--- config.mk ---
export PLATFORM = sky130hd
export DESIGN_NAME = instr_fetch_seq
export DESIGN_NICKNAME = d
export VERILOG_FILES = /design/src/rtl/instr_fetch_seq.sv
export SDC_FILE = /design/constraint.sdc
export NUM_CORES = 1
export LEC_CHECK = 0
export ABC_AREA = 0
export BUFFER_PORTS_ARGS = -buffer_cell sky130_fd_sc_hd__buf_2
export CAP_MARGIN = 20
export CORE_MARGIN = 5
export CORE_UTILIZATION = 40
export DETAILED_ROUTE_END_ITERATION = 10
export GPL_ROUTABILITY_DRIVEN = 1
export PLACE_DENSITY = 0.74
export SLEW_MARGIN = 20
export SYNTH_ARGS = -nofsm -noshare
export SYNTH_HDL_FRONTEND = slang
export SYNTH_SLANG_ARGS = --single-unit
--- constraint.sdc ---
create_clock -name clk -period 4.6 [get_ports clk]
set_input_delay 0.69 -clock clk [delete_from_list [all_inputs] [get_ports clk]]
set_output_delay 0.69 -clock clk [all_outputs]
set_load 0.01 [all_outputs]
--- src/rtl/instr_fetch_seq.sv ---
`default_nettype none
// ============================================================================
// Module   : instr_fetch_seq
// Purpose  : Program sequencer in front of the instruction decoder. Owns the
//            PC, reads a synchronous instruction memory, presents one
//            instruction at a time with a valid/next_instr handshake, applies
//            taken jumps, stalls after memory ops and stops on the halt opcode.
// Revision : 1.0 - initial release
// ============================================================================
module instr_fetch_seq #(
   parameter int          WIDTH_INSTR  = 16,
   parameter int          WIDTH_VECTOR = 8,
   parameter int          MEM_LAT      = 2,
   parameter logic [3:0]  HALT_OP      = 4'b1111
) (
   input  logic                    clk,
   input  logic                    rst_n,
   input  logic                    start,
   input  logic [WIDTH_VECTOR-1:0] start_addr,
   output logic                    imem_rd,
   output logic [WIDTH_VECTOR-1:0] imem_addr,
   input  logic [WIDTH_INSTR-1:0]  imem_rdata,
   output logic [WIDTH_INSTR-1:0]  instr,
   output logic                    valid,
   input  logic                    next_instr,
   input  logic                    jump,
   input  logic [WIDTH_VECTOR-1:0] addr_instr,
   output logic [WIDTH_VECTOR-1:0] pc,
   output logic                    busy,
   output logic                    halted
);

   typedef enum logic [2:0] {
      S_IDLE  = 3'd0,
      S_FETCH = 3'd1,
      S_WAIT  = 3'd2,
      S_ISSUE = 3'd3,
      S_MEMW  = 3'd4,
      S_HALT  = 3'd5
   } state_t;

   // Stall counter only needs to hold MEM_LAT-1; keep at least one bit.
   localparam int               CNT_W     = (MEM_LAT > 2) ? $clog2(MEM_LAT) : 1;
   localparam logic [CNT_W-1:0] CNT_LOAD  = CNT_W'((MEM_LAT > 0) ? MEM_LAT - 1 : 0);
   localparam bit               HAS_STALL = (MEM_LAT > 0);
   localparam logic [3:0]       OP_JUMP   = 4'b1100;
   localparam logic [3:0]       OP_LOAD   = 4'b1001;
   localparam logic [3:0]       OP_STORE  = 4'b1010;

   state_t                  state, state_nxt;
   logic [WIDTH_VECTOR-1:0] pc_nxt;
   logic [CNT_W-1:0]        cnt, cnt_nxt;
   logic [3:0]              opcode;
   logic                    is_mem_op;

   assign opcode    = instr[WIDTH_INSTR-1 -: 4];
   assign is_mem_op = (opcode == OP_LOAD) || (opcode == OP_STORE);

   // State register; reset takes effect immediately from any state.
   always_ff @(posedge clk or negedge rst_n) begin
      if (!rst_n) begin
         state <= S_IDLE;
      end else begin
         state <= state_nxt;
      end
   end

   // Next-state decision plus the PC / stall-counter updates that go with it.
   always_comb begin
      state_nxt = state;
      pc_nxt    = pc;
      cnt_nxt   = cnt;
      case (state)
         S_IDLE, S_HALT: begin
            if (start) begin
               pc_nxt    = start_addr;
               state_nxt = S_FETCH;
            end
         end
         S_FETCH: state_nxt = S_WAIT;
         S_WAIT:  state_nxt = S_ISSUE;
         S_ISSUE: begin
            if (next_instr) begin
               if (opcode == HALT_OP) begin
                  state_nxt = S_HALT;
               end else if ((opcode == OP_JUMP) && jump) begin
                  pc_nxt    = addr_instr;
                  state_nxt = S_FETCH;
               end else if (is_mem_op && HAS_STALL) begin
                  pc_nxt    = pc + WIDTH_VECTOR'(1);
                  cnt_nxt   = CNT_LOAD;
                  state_nxt = S_MEMW;
               end else begin
                  pc_nxt    = pc + WIDTH_VECTOR'(1);
                  state_nxt = S_FETCH;
               end
            end
         end
         S_MEMW: begin
            if (cnt == '0) begin
               state_nxt = S_FETCH;
            end else begin
               cnt_nxt = cnt - CNT_W'(1);
            end
         end
         default: state_nxt = S_IDLE;
      endcase
   end

   // PC, stall counter and instruction holding register.
   always_ff @(posedge clk or negedge rst_n) begin
      if (!rst_n) begin
         pc    <= '0;
         cnt   <= '0;
         instr <= '0;
      end else begin
         pc  <= pc_nxt;
         cnt <= cnt_nxt;
         if (state == S_WAIT) begin
            instr <= imem_rdata;
         end
      end
   end

   assign imem_rd   = (state == S_FETCH);
   assign imem_addr = pc;
   assign valid     = (state == S_ISSUE);
   assign busy      = (state != S_IDLE) && (state != S_HALT);
   assign halted    = (state == S_HALT);

endmodule
`default_nettype wire

Yosys cells after proc, flatten, opt, wreduce, memory -nomap -nowiden
Index checks and enable logic that the tools add are counted.

Register bits after elaboration: 28. Output and inout port bits: 36. Input port bits: 37. Word-level logic and storage cells: 51.

Equal/unequal tests: 16. $add $sub $neg: 2. Mux-type cells: 18. Reduce and logical (&&, ||, !) cells: 11.

Operator list (number): two-way mux 8 bit (4); two-way mux 3 bit (6); == test 4 bit, second input constant (4); one-hot mux 8 bit (2 select lines) (1); one-hot mux 3 bit (5 select lines) (1); adder 8 x 1 -> 8 bit, second input constant (1); != test 2 bit, second input constant (4); == test 3 x 2 -> 1 bit, second input constant (2); == test 3 bit, second input constant (2); two-way mux 1 bit (5); AND reduction 5 bit (1); != test 2 x 1 -> 1 bit, second input constant (2); AND reduction 4 bit (1); nonzero test 2 bit (2); == test 3 x 1 -> 1 bit, second input constant (1); logical NOT 3 bit (1); != test 3 bit, second input constant (1); AND reduction 3 bit (1); nonzero test 3 bit (1); logical AND 1 bit (2); one-hot mux 1 bit (2 select lines) (1); OR reduction 2 bit (1); logical OR 1 bit (1); subtractor 1 bit, second input constant (1).

Logic depth before layout (Yosys ltp)
Depth after elaboration: 7. Mapped depth: 6. Mapped depth without buffers: 5.

Worst setup path before layout
Ideal clock, no wire load.

Kind: register -> output. From: reg state[1]. To: out imem_rd. Setup slack: 2977 ps. Arrival: 933 ps. Path buffers: 1. Stages on the path, launching flop included: 3. Data required time: 3910 ps. Cell sequence: dfrtp_1 -> clkbuf_1 -> nor3b_1.

Longest elaborated chain between the ends: 1.

Ends and longest elaborated chain: from (decl) (RTL line 50) `state_t state, state_nxt;`; from (signal assigned) (RTL line 64) `state <= state_nxt;`; == test 3 x 1 -> 1 bit (RTL line 125) `assign imem_rd = (state == S_FETCH);`; to (decl) (RTL line 20) `output logic imem_rd,`.

Every way passes these cells.

Worst setup path after layout
From: reg state[0]. To: out valid.

Longest elaborated chain between the ends: 1.

Ends and longest elaborated chain: == test 3 x 2 -> 1 bit (RTL line 127) `assign valid = (state == S_ISSUE);`; to (decl) (RTL line 24) `output logic valid,`.

Every way passes these cells.

==> flow_metrics.py <==
metrics = {
    "cells_and_area": {
        "drive_gt1_share_pct": 47.7,
        "layout_common_cells": "buf_2, dfrtp_1, mux2_2, nand3_1, nand2_1",
        "final_common_cell": "buf_2",
        "fin_area_um2": 2010,
        "layoutNonFillerInstCount": 264,
        "layout.nets": 254,
        "syn2layout_area_growth_pct": 22.2,
        "antennaDiodeCount": 0,
    },
    "clock_tree": {
        "clk_path_buf_depth": 2,
        "cts_buffers": 3,
        "htreeDepth": 1,
        "postCtsSetupRepairBufs": 0,
        "clock_latency_ns": 0.27,
        "cts_tree": "done",
        "cts.repair.resized": 0,
        "cts.sinks": 28,
        "clk_pin_slew_ns": 0.09,
        "cts_root_buf": "clkbuf_8",
        "ctsHoldBuffers": 0,
    },
    "timing": {
        "clock_skew_ns": 0.00346,
        "fin_crit_sh_pct": 45.0,
        "max_freq_ghz": 0.483,
        "holdWs_ns": 0.427,
        "tns_ns": 0,
        "worst_pin_slew_ns": 0.749,
        "rsz0062_at_grt": "no",
        "setup_violations": 0,
        "report.final.hold_viol_count": 0,
        "slew_violations": 0,
        "relSlewSlack_pct": 50.0,
        "final.min_clock_period_ns": 2.07,
    },
    "yosys": {
        "yosysWarnings": 0,
        "postSynthAreaPerCell_um2": 10.7,
        "ys_seq_area_share_pct": 42.7,
        "synth_edf_count": 0,
        "synth.distinct_cells": 42,
        "synthesis.area_um2": 1640,
        "synthArstFlopShare_pct": 100,
        "syn_inst": 154,
        "synth_nets": 192,
        "synth-seq-cells": 28,
        "ys.flop_type": "dfrtp_1",
    },
    "worst_setup_path": {
        "critPathRequiredTime_ns": 3.91,
        "cp_num_buf_inv": 2,
        "cp-end-kind": "output pin",
        "slowest_delay_ns": 0.61,
        "r2r_cells": 3,
        "cp_data_arrival_time_ns": 1.38,
        "cp.depth": 3,
        "path_max_fanout": 11,
        "crit_start": "state[0]",
        "crit_path_cell_trace": "nand3b_4, inv_2, buf_2",
        "path_class": "flip-flop to output pin",
        "start_kind": "flip-flop",
        "critical_path.slowest_cell": "dfrtp_1",
        "r2r-start": "state[2]",
        "critPathTopFamily": "flip-flops",
    },
    "global_routing": {
        "grt_max_degree": 29,
        "grt_pass1_wl_um": 6350,
        "antenna_found_initial": 0,
        "grt_pass1_vias": 1401,
        "grt_overflow": 0,
        "grt_usage_pct": 14.6,
    },
    "route": {
        "via_per_inst": 5.31,
        "drc": 0,
        "routed_wl_um": 3860,
        "drtIter0Drc": 49,
        "first_pass_iters": 4,
        "final_antenna_net_count": 0,
        "vias": 1402,
        "wl_per_cell_um": 14.6,
    },
    "power_and_ir_drop": {
        "ir_worst_vdd_mv": 0.338,
        "p_per_area_nw_per_um2": 706,
        "power_mw": 1.42,
        "power.static_leakage_nw": 0.942,
    },
    "floorplan": {
        "dieArea_um2": 5490,
        "dieWidth_um": 74.1,
        "boundaryPins": 73,
        "coreArea_um2": 4000,
        "rows": 23,
        "die_h_um": 74.1,
        "start_util_pct": 41.1,
    },
    "placement": {
        "placed_area_um2": 1970,
        "io_buffer_count": 72,
        "placedCellCount": 261,
        "routabilityCongestion": 0.854,
        "hpwl_um": 2940,
    },
    "hold_path": {
        "hp-class": "input port to asynchronous set/reset pin",
    },
    "run": {
        "cap_violations": 0,
    },
    "run_status": {
        "status": "complete, no violations",
    },
}
[worst reg2reg max path, cell delays in order, from the launching register on]
cell and delay [ns]:
dfrtp_1 0.51, nand2b_1 0.25, nor2_2 0.60, mux2_2 0.42
[path summary, 6_finish.rpt]
kind	endpoint	slack (ns)
min	imem_addr[3]	0.43
max reg2reg	instr[7]	2.71
max in group asynchronous	imem_addr[1]	3.75
min in group clk	instr[2]	0.51
max	valid	2.53
min reg2reg	instr[2]	0.51
[Yosys cell counts, types with 2 or more instances]
cell type  instances  share of area, %
a21oi_1            3              0.91
a22oi_1            3               1.4
a31oi_1            2              0.76
and3_1             2              0.76
and3b_1            2               1.1
buf_2              4               1.2
buf_4              8               3.7
clkbuf_1           2              0.46
dfrtp_1           28                43
mux2_2            17                12
mux2i_1            2               1.2
nand2_1           10               2.3
nand2b_1           3               1.1
nand3_1           12               3.7
nand3b_4           2               2.4
nand4_1            3               1.1
nor2_1             4              0.91
nor3_1             7               2.1
nor3b_1            2              0.91
o211ai_1           5               2.3
o21a_1             3               1.4
o21ai_0            5               1.5
o31ai_1            3               1.4
xnor2_1            4               2.1
[area by class of cell]
type                       instances  area [um^2]
multi-input combinational        109          836
timing repair buffer              72          360
clock buffer                       3         41.3
inverter                           2         7.51
sequential                        28          701
fill                             397         1990
tap                               50         62.6
[sequential cells by signal, indices dropped and copies added (netlist names)]
| signal | cells |
|---|---|
| instr | 16 |
| imem_addr | 8 |
| state | 3 |
| cnt | 1 |
[where the power goes]
part | leakage (nW) | internal [mW] | switching, mW
clock | 0.0216 | 0.0587 | 0.0714
sequential | 0.327 | 0.367 | 0.157
combinational | 0.593 | 0.388 | 0.377
total | 0.942 | 0.813 | 0.605
[per-stage QoR]
step / setup WS [ns] / utilization [%]
floorplan: 2.98 / -
global placement: 2.74 / 49.2
detailed placement: 2.67 / 49.2
CTS: 2.51 / 50.2
global route: 2.41 / 50.2
finish: 2.53 / 50.2
[kinds of logic (layout without fill, tap and decap cells)]
| logic type | Yosys count | after routing | share of synthesized area [%] |
|---|---|---|---|
| simple gates | 53 | 53 | 19.7 |
| xor+xnor | 6 | 6 | 3.66 |
| buf+inv | 17 | 77 | 6.47 |
| compound gates | 30 | 30 | 13.9 |
| flops | 28 | 28 | 42.7 |
| fa+ha+maj | 1 | 1 | 0.761 |
| mux | 19 | 19 | 12.9 |
[routing by layer]
| metal | vias to the layer above | GRT usage [%] | part of all wire [%] |
|---|---|---|---|
| li1 | 680 | - | - |
| met1 | 651 | 19.5 | 42 |
| met2 | 66 | 22.3 | 45 |
| met3 | 5 | 5.41 | 13 |
| met4 | 0 | 3.82 | 0.80 |
| met5 | - | 0 | 0 |
Note: power is estimated with default switching activity, not from simulation.
